--- config.mk ---
export PLATFORM = sky130hd
export DESIGN_NAME = traffic_phase_sequencer
export DESIGN_NICKNAME = d
export VERILOG_FILES = /design/src/rtl/traffic_phase_sequencer.sv
export SDC_FILE = /design/constraint.sdc
export NUM_CORES = 1
export LEC_CHECK = 0
export CAP_MARGIN = 10
export CORE_MARGIN = 2
export CORE_UTILIZATION = 50
export CTS_BUF_LIST = sky130_fd_sc_hd__clkbuf_4
export DETAILED_ROUTE_END_ITERATION = 6
export PLACE_DENSITY = 0.78
export SETUP_SLACK_MARGIN = 0.4
export SYNTH_ARGS = -nofsm -noshare
export SYNTH_HDL_FRONTEND = slang
export SYNTH_SLANG_ARGS = --single-unit
--- constraint.sdc ---
create_clock -name clk -period 1.85 [get_ports clk]
set_input_delay 0.185 -clock clk [delete_from_list [all_inputs] [get_ports clk]]
set_output_delay 0.185 -clock clk [all_outputs]
set_load 0.02 [all_outputs]
--- src/rtl/traffic_phase_sequencer.sv ---
//----------------------------------------------------------------------------
// traffic_phase_sequencer
//
// Actuated signal-phase sequencer for an intersection with N_APP approaches.
// Vehicle detector levels and the pedestrian button are latched into
// request flags. The controller cycles GREEN -> YELLOW -> ALLRED -> next
// GREEN, or into an optional pedestrian WALK phase. Green time is
// stretched between GREEN_MIN and GREEN_MAX while there is competing demand.
// With no competing demand, the current green rests indefinitely.
//
// Optional feature macro: TPS_PED_WALK_EN
//   defined   : WALK phase, pedestrian latch and walk-served flag exist;
//               ped_req adds to competing demand.
//   undefined : ped_req is ignored, walk is tied low, and state 3 is never
//               entered.
//
// Ports
//   clk      in  1                 rising-edge clock
//   rst_n    in  1                 asynchronous active-low reset
//   tick     in  1                 timing strobe (one clk wide)
//   veh_req  in  N_APP             vehicle detector levels
//   ped_req  in  1                 pedestrian button level
//   lamp_r   out N_APP             red lamp drive, bit i = approach i
//   lamp_y   out N_APP             yellow lamp drive
//   lamp_g   out N_APP             green lamp drive
//   walk     out 1                 pedestrian walk lamp
//   state    out 2                 GREEN=0, YELLOW=1, ALLRED=2, WALK=3
//   cur      out $clog2(N_APP)     current or most recent green approach
//----------------------------------------------------------------------------
module traffic_phase_sequencer #(
    parameter int N_APP     = 2,
    parameter int GREEN_MIN = 8,
    parameter int GREEN_MAX = 32,
    parameter int YELLOW_T  = 4,
    parameter int ALLRED_T  = 2,
    parameter int WALK_T    = 6,
    parameter int CNT_W     = 8
) (
    input  logic                       clk,
    input  logic                       rst_n,
    input  logic                       tick,
    input  logic [N_APP-1:0]           veh_req,
    input  logic                       ped_req,
    output logic [N_APP-1:0]           lamp_r,
    output logic [N_APP-1:0]           lamp_y,
    output logic [N_APP-1:0]           lamp_g,
    output logic                       walk,
    output logic [1:0]                 state,
    output logic [$clog2(N_APP)-1:0]   cur
);

    localparam int IDX_W = $clog2(N_APP);

    // A phase of length T exits on the tick that finds the timer at T-1.
    localparam logic [CNT_W-1:0] GMIN_LAST   = CNT_W'(GREEN_MIN - 1);
    localparam logic [CNT_W-1:0] GMAX_LAST   = CNT_W'(GREEN_MAX - 1);
    localparam logic [CNT_W-1:0] YELLOW_LAST = CNT_W'(YELLOW_T - 1);
    localparam logic [CNT_W-1:0] ALLRED_LAST = CNT_W'(ALLRED_T - 1);
    localparam logic [CNT_W-1:0] WALK_LAST   = CNT_W'(WALK_T - 1);

    typedef enum logic [1:0] {
        ST_GREEN  = 2'd0,
        ST_YELLOW = 2'd1,
        ST_ALLRED = 2'd2,
        ST_WALK   = 2'd3
    } phase_e;

    phase_e             state_q, state_d;
    logic [CNT_W-1:0]   timer_q, timer_d;
    logic [IDX_W-1:0]   cur_q, cur_d;
    logic [N_APP-1:0]   vehLatch_q, vehLatch_d;
    logic [N_APP-1:0]   lampR_q, lampR_d;
    logic [N_APP-1:0]   lampY_q, lampY_d;
    logic [N_APP-1:0]   lampG_q, lampG_d;

    logic [IDX_W-1:0]   nextApp;
    logic [N_APP-1:0]   curHot;
    logic [N_APP-1:0]   nextHot;
    logic [N_APP-1:0]   curNextHot;
    logic               otherReq;
    logic               pedPending;
    logic               walkWanted;
    logic               pending;
    logic               enterGreen;
    logic               enterWalk;
    logic               greenExit;

    function automatic logic [N_APP-1:0] oneHot(input logic [IDX_W-1:0] idx);
        logic [N_APP-1:0] vec;
        vec      = '0;
        vec[idx] = 1'b1;
        return vec;
    endfunction

    assign curHot     = oneHot(cur_q);
    assign nextHot    = oneHot(nextApp);
    assign curNextHot = oneHot(cur_d);

    // Demand from any approach other than the one holding green. The
    // current approach's own latch is ignored here because it is served by
    // the green it already has.
    assign otherReq = |(vehLatch_q & ~curHot);
    assign pending  = otherReq | pedPending;

    // Round-robin choice of the next green: scan from cur+1 upward with
    // wrap-around, ending on cur itself, so with no latched request the
    // same approach gets green again.
    always_comb begin
        logic [IDX_W-1:0] cand;
        logic             found;
        nextApp = cur_q;
        found   = 1'b0;
        cand    = '0;
        for (int k = 1; k <= N_APP; k++) begin
            cand = IDX_W'((int'(cur_q) + k) % N_APP);
            if (!found && vehLatch_q[cand]) begin
                nextApp = cand;
                found   = 1'b1;
            end
        end
    end

    // Green ends either at max-out under competing demand, or early
    // (gap-out) once the minimum has run and the current approach's
    // detector has gone quiet.
    assign greenExit = pending &&
                       ((timer_q >= GMAX_LAST) ||
                        ((timer_q >= GMIN_LAST) && !veh_req[cur_q]));

    // Phase sequencing. Every transition is gated by tick, so a low tick
    // freezes the phase while request latching continues.
    always_comb begin
        state_d    = state_q;
        cur_d      = cur_q;
        enterGreen = 1'b0;
        enterWalk  = 1'b0;
        case (state_q)
            ST_GREEN: begin
                if (tick && greenExit) begin
                    state_d = ST_YELLOW;
                end
            end
            ST_YELLOW: begin
                if (tick && (timer_q == YELLOW_LAST)) begin
                    state_d = ST_ALLRED;
                end
            end
            ST_ALLRED: begin
                if (tick && (timer_q == ALLRED_LAST)) begin
                    if (walkWanted) begin
                        state_d   = ST_WALK;
                        enterWalk = 1'b1;
                    end else begin
                        state_d    = ST_GREEN;
                        cur_d      = nextApp;
                        enterGreen = 1'b1;
                    end
                end
            end
            ST_WALK: begin
                if (tick && (timer_q == WALK_LAST)) begin
                    state_d = ST_ALLRED;
                end
            end
        endcase
    end

    // Phase timer: restarts on every phase change, otherwise counts ticks
    // and sticks at all-ones so a resting green cannot wrap around.
    always_comb begin
        timer_d = timer_q;
        if (state_d != state_q) begin
            timer_d = '0;
        end else if (tick && (timer_q != '1)) begin
            timer_d = timer_q + 1'b1;
        end
    end

    // Vehicle request latches. The approach holding green does not latch
    // its own detector. Entering green on an approach clears its latch,
    // and that clear beats a simultaneous set.
    always_comb begin
        logic [N_APP-1:0] setMask;
        logic [N_APP-1:0] clrMask;
        setMask    = veh_req & ~((state_q == ST_GREEN) ? curHot : '0);
        clrMask    = enterGreen ? nextHot : '0;
        vehLatch_d = (vehLatch_q | setMask) & ~clrMask;
    end

    // Lamps are decoded from the next state so that they change on the
    // same edge as the phase itself. Any approach that is neither green
    // nor yellow shows red, which also covers ALLRED and WALK.
    always_comb begin
        lampG_d = '0;
        lampY_d = '0;
        if (state_d == ST_GREEN) begin
            lampG_d = curNextHot;
        end else if (state_d == ST_YELLOW) begin
            lampY_d = curNextHot;
        end
        lampR_d = ~(lampG_d | lampY_d);
    end

    // Core state register. Reset lands in ALLRED with every approach red,
    // abandoning whatever phase was in progress and any latched demand.
    always_ff @(posedge clk or negedge rst_n) begin
        if (!rst_n) begin
            state_q    <= ST_ALLRED;
            timer_q    <= '0;
            cur_q      <= '0;
            vehLatch_q <= '0;
            lampR_q    <= '1;
            lampY_q    <= '0;
            lampG_q    <= '0;
        end else begin
            state_q    <= state_d;
            timer_q    <= timer_d;
            cur_q      <= cur_d;
            vehLatch_q <= vehLatch_d;
            lampR_q    <= lampR_d;
            lampY_q    <= lampY_d;
            lampG_q    <= lampG_d;
        end
    end

`ifdef TPS_PED_WALK_EN
    logic pedLatch_q, pedLatch_d;
    logic walkServed_q, walkServed_d;
    logic walk_q, walk_d;

    // The served flag blocks a second walk in a row: after WALK the
    // controller must pass through a green before walking again.
    assign walkWanted = pedLatch_q & ~walkServed_q;
    assign pedPending = pedLatch_q;

    // Pedestrian latch and served flag. Entering WALK clears the latch
    // (clear beats a same-edge press) and marks the walk served; entering
    // any green re-arms it.
    always_comb begin
        pedLatch_d   = (pedLatch_q | ped_req) & ~enterWalk;
        walkServed_d = walkServed_q;
        if (enterWalk) begin
            walkServed_d = 1'b1;
        end else if (enterGreen) begin
            walkServed_d = 1'b0;
        end
        walk_d = (state_d == ST_WALK);
    end

    // Pedestrian register bank, reset alongside the core state.
    always_ff @(posedge clk or negedge rst_n) begin
        if (!rst_n) begin
            pedLatch_q   <= 1'b0;
            walkServed_q <= 1'b0;
            walk_q       <= 1'b0;
        end else begin
            pedLatch_q   <= pedLatch_d;
            walkServed_q <= walkServed_d;
            walk_q       <= walk_d;
        end
    end

    assign walk = walk_q;
`else
    logic unused_noPed;

    // Without the walk feature the button has no effect and WALK is never
    // requested from ALLRED.
    assign walkWanted   = 1'b0;
    assign pedPending   = 1'b0;
    assign walk         = 1'b0;
    assign unused_noPed = ped_req ^ enterWalk;
`endif

    assign lamp_r = lampR_q;
    assign lamp_y = lampY_q;
    assign lamp_g = lampG_q;
    assign state  = state_q;
    assign cur    = cur_q;

endmodule

==> reports/qor.txt <==
outcome -> finished, violations left
failing checks -> negative setup slack
Antenna Cells -> 0
multi-input logic area -> 686 um^2
DRT Pass-1 Iters -> 4
Hold-fix buffers, CTS -> 0
fraction of registers with async set or reset after synthesis -> 1.00
WL per Instance -> 18.5 um
H-tree lvl count -> 1
met3 usage -> 0.0357
RSZ-0062 raised after global routing -> yes
# IOs -> 16
GRT overflow -> 0
share of cells above drive strength 1 -> 0.425
Crit path largest cell delay -> 0.56 ns
Mapped Nets -> 115
gp weighted congestion -> 0.803
total track usage -> 0.246
total CTS buffers -> 3
core footprint -> 0.00198 mm^2
placed cell count -> 168
Starting DRT DRC Count -> 38
Die Width -> 50.3 um
Power Density -> 1600 mW/mm^2
Die Y -> 50.3 um
library cells used by synthesis -> 44
Req. time, crit path -> 2.04 ns
worst path arrival time -> 2.37 ns
pre-CTS worst setup slack -> -0.177 ns
clock sink count -> 19
CP cell instances -> or4_4 > buf_12 > nor4_4 > o2bb2ai_4 > inv_2 > a211oi_1
Detail Route Antenna Nets -> 0
CTS root buf -> clkbuf_4
met1 usage -> 0.277
Clk pin slew, worst setup/hold paths -> 0.12 ns
clk_lat worst skew -> 0.31 ns
Starting Density -> 0.540
first-pass GRT wire length -> 4640 um
crit share post-route -> 1.18
setup ws final -> -0.326 ns
critical path's slowest cell -> or4_4
fin util -> 0.846
Max clock buf depth -> 2
Worst Setup End Kind -> flip-flop
number of max-cap violations -> 0
Startpoint Class -> flip-flop
mapped cell area -> 0.00107 mm^2
met2 usage -> 0.469
synth warn -> 0
area occupied by registers -> 480 um^2
Syn Area/Cell -> 10.0 um^2
Pwr Total -> 2690 uW
detailed-route via count -> 1124
fill count -> 110
final cell count without fillers -> 180
input/output buffers -> 13
worst hold path class -> input pin to async pin
Slew HR -> 0.630
routed wire length -> 3340 um
Crit Path Max Fanout -> 4
Seq cells post-synth -> 19
Synth Instances -> 107
final hold slack -> 0.201 ns
initial antenna violation count -> 0
Worst Clk Skew -> 0.00223 ns
Seq/Total Area, Yosys -> 0.448
vias in the first global route -> 994
Layout Nets -> 162
Die ar. -> 0.00253 mm^2
DPL Wire Length -> 1900 um
leakage -> 0.000732 uW
critical path type -> flip-flop to flip-flop
GR peak layer -> met2
post-route DRC violation count -> 0
TritonCTS clock tree -> yes
Final Setup Violations -> 13
Post-synth top flop -> dfrtp_1
largest net degree at the start of global routing -> 20
Rows -> 16
achievable frequency -> 460 MHz
fin crit period -> 2.18 ns
vias per cell -> 6.24
maximum vdd drop -> 1.20 mV
Hold Violations, Final -> 0
Post-synth EDFFs -> 0
max-slew violations -> 0
slew of the pin with the lowest slew margin -> 0.553 ns
Area Overhead vs Synth -> 56.7%
path summary, 6_finish.rpt:
path                                    startpoint                       to  slack (ns)  cells past startpoint
setup / recovery            timer_q[4]$_DFFE_PN0P_      lamp_y[0]$_DFF_PN0_       -0.33                      6
hold / removal                               rst_n  vehLatch_q[1]$_DFF_PN0_        0.20                      2
setup reg to reg            timer_q[4]$_DFFE_PN0P_      lamp_y[0]$_DFF_PN0_       -0.33                      6
hold reg to reg            vehLatch_q[0]$_DFF_PN0_  vehLatch_q[1]$_DFF_PN0_        0.63                      2
max in group asynchronous                    rst_n      lamp_r[1]$_DFF_PN1_        1.39                      2
min in group clk                        veh_req[1]  vehLatch_q[1]$_DFF_PN0_        0.55                      3
flip-flops by register name, summed over array words and instances (netlist names):
| signal | cells |
|---|---|
| lamp_r | 2 |
| lamp_g | 2 |
| timer_q | 8 |
| cur | 1 |
| lamp_y | 2 |
| vehLatch_q | 2 |
| state | 2 |
placed cells by master (no fill, tap or decap), types with 2 or more instances in the layout:
cell type and count:
nand3_1 4, nor2_1 3, a21oi_1 4, nand2b_1 4, a21o_1 2, dlygate4sd2_1 4
nor3_1 6, nand2_1 8, a31oi_1 3, buf_6 6, ha_2 2, or3_1 2
dlymetal6s2s_1 4, dfrtp_1 15, nor4_4 2, nor4_1 2, buf_12 2, nor3b_1 2
inv_1 4, dfstp_2 3, buf_4 25, and4_1 2, clkdlybuf4s50_1 4, clkbuf_4 3
cells by family after synthesis:
| family | count (synthesis) | share of synthesized area |
|---|---|---|
| XOR/XNOR | 1 | 0.00819 |
| AND/OR/NAND/NOR | 48 | 0.268 |
| flip-flops | 19 | 0.448 |
| adder cells (fa/ha/maj) | 2 | 0.0234 |
| multiplexers | 3 | 0.0292 |
| AO/OA/AOI/OAI | 24 | 0.178 |
| other | 1 | 0.00351 |
| buffers and inverters | 9 | 0.0421 |
critical path, delay by kind of cell, from the launching register on:
kind,cells,cell delay (ns)
compound gates,2,0.53
buf+inv,2,0.24
flops,1,0.42
simple gates,2,0.86
synthesized netlist by cell type, types with 2 or more instances:
| library cell | instances | share of area |
|---|---|---|
| inv_1 | 5 | 0.018 |
| dfrtp_1 | 16 | 0.37 |
| nor2_1 | 5 | 0.018 |
| nand3_1 | 4 | 0.019 |
| nand2_1 | 8 | 0.028 |
| nand2b_1 | 4 | 0.023 |
| and4_1 | 2 | 0.016 |
| a21o_1 | 2 | 0.014 |
| nor4_1 | 3 | 0.018 |
| a31oi_1 | 3 | 0.018 |
| a21oi_1 | 6 | 0.028 |
| nor3b_1 | 2 | 0.014 |
| dfstp_2 | 3 | 0.074 |
| ha_1 | 2 | 0.023 |
| nor3_1 | 8 | 0.037 |
| or3_1 | 3 | 0.018 |
| a211oi_1 | 3 | 0.021 |
| mux2i_1 | 2 | 0.019 |
timing repair:
| action | CTS | global route |
|---|---|---|
| endpoints found under the setup margin | 24 | 24 |
| buffers inserted | 4 | 4 |
| pin swaps | 12 | 5 |
| resized for setup | 25 | 17 |
power breakdown:
group / switching [uW] / internal [uW]
Sequential: 124 / 586
Combinational: 906 / 842
Clock: 148 / 80.8
area by class of cell:
cell class / instances / area share
clock buffer: 3 / 0.0134
clock inverter: 1 / 0.00299
inverter: 5 / 0.0112
multi-input combinational: 79 / 0.409
sequential: 19 / 0.287
tap: 27 / 0.0201
timing repair buffer: 46 / 0.257
layer usage:
metal / vias to the layer above / wire (um)
li1: 493 / -
met3: 12 / 193
met1: 562 / 1260
met2: 57 / 1760
met4: 0 / 121
met5: - / 0
metrics by stage:
| stage | setup TNS [ns] | area, um^2 |
|---|---|---|
| after detailed placement | -1.63 | 1430 |
| final | -1.88 | 1680 |
| after floorplan | -0.600 | 1080 |
| after global placement | -1.02 | 1430 |
| after CTS | -0.743 | 1570 |
| after global routing | -2.78 | 1680 |
(Power assumes the default switching activity.)
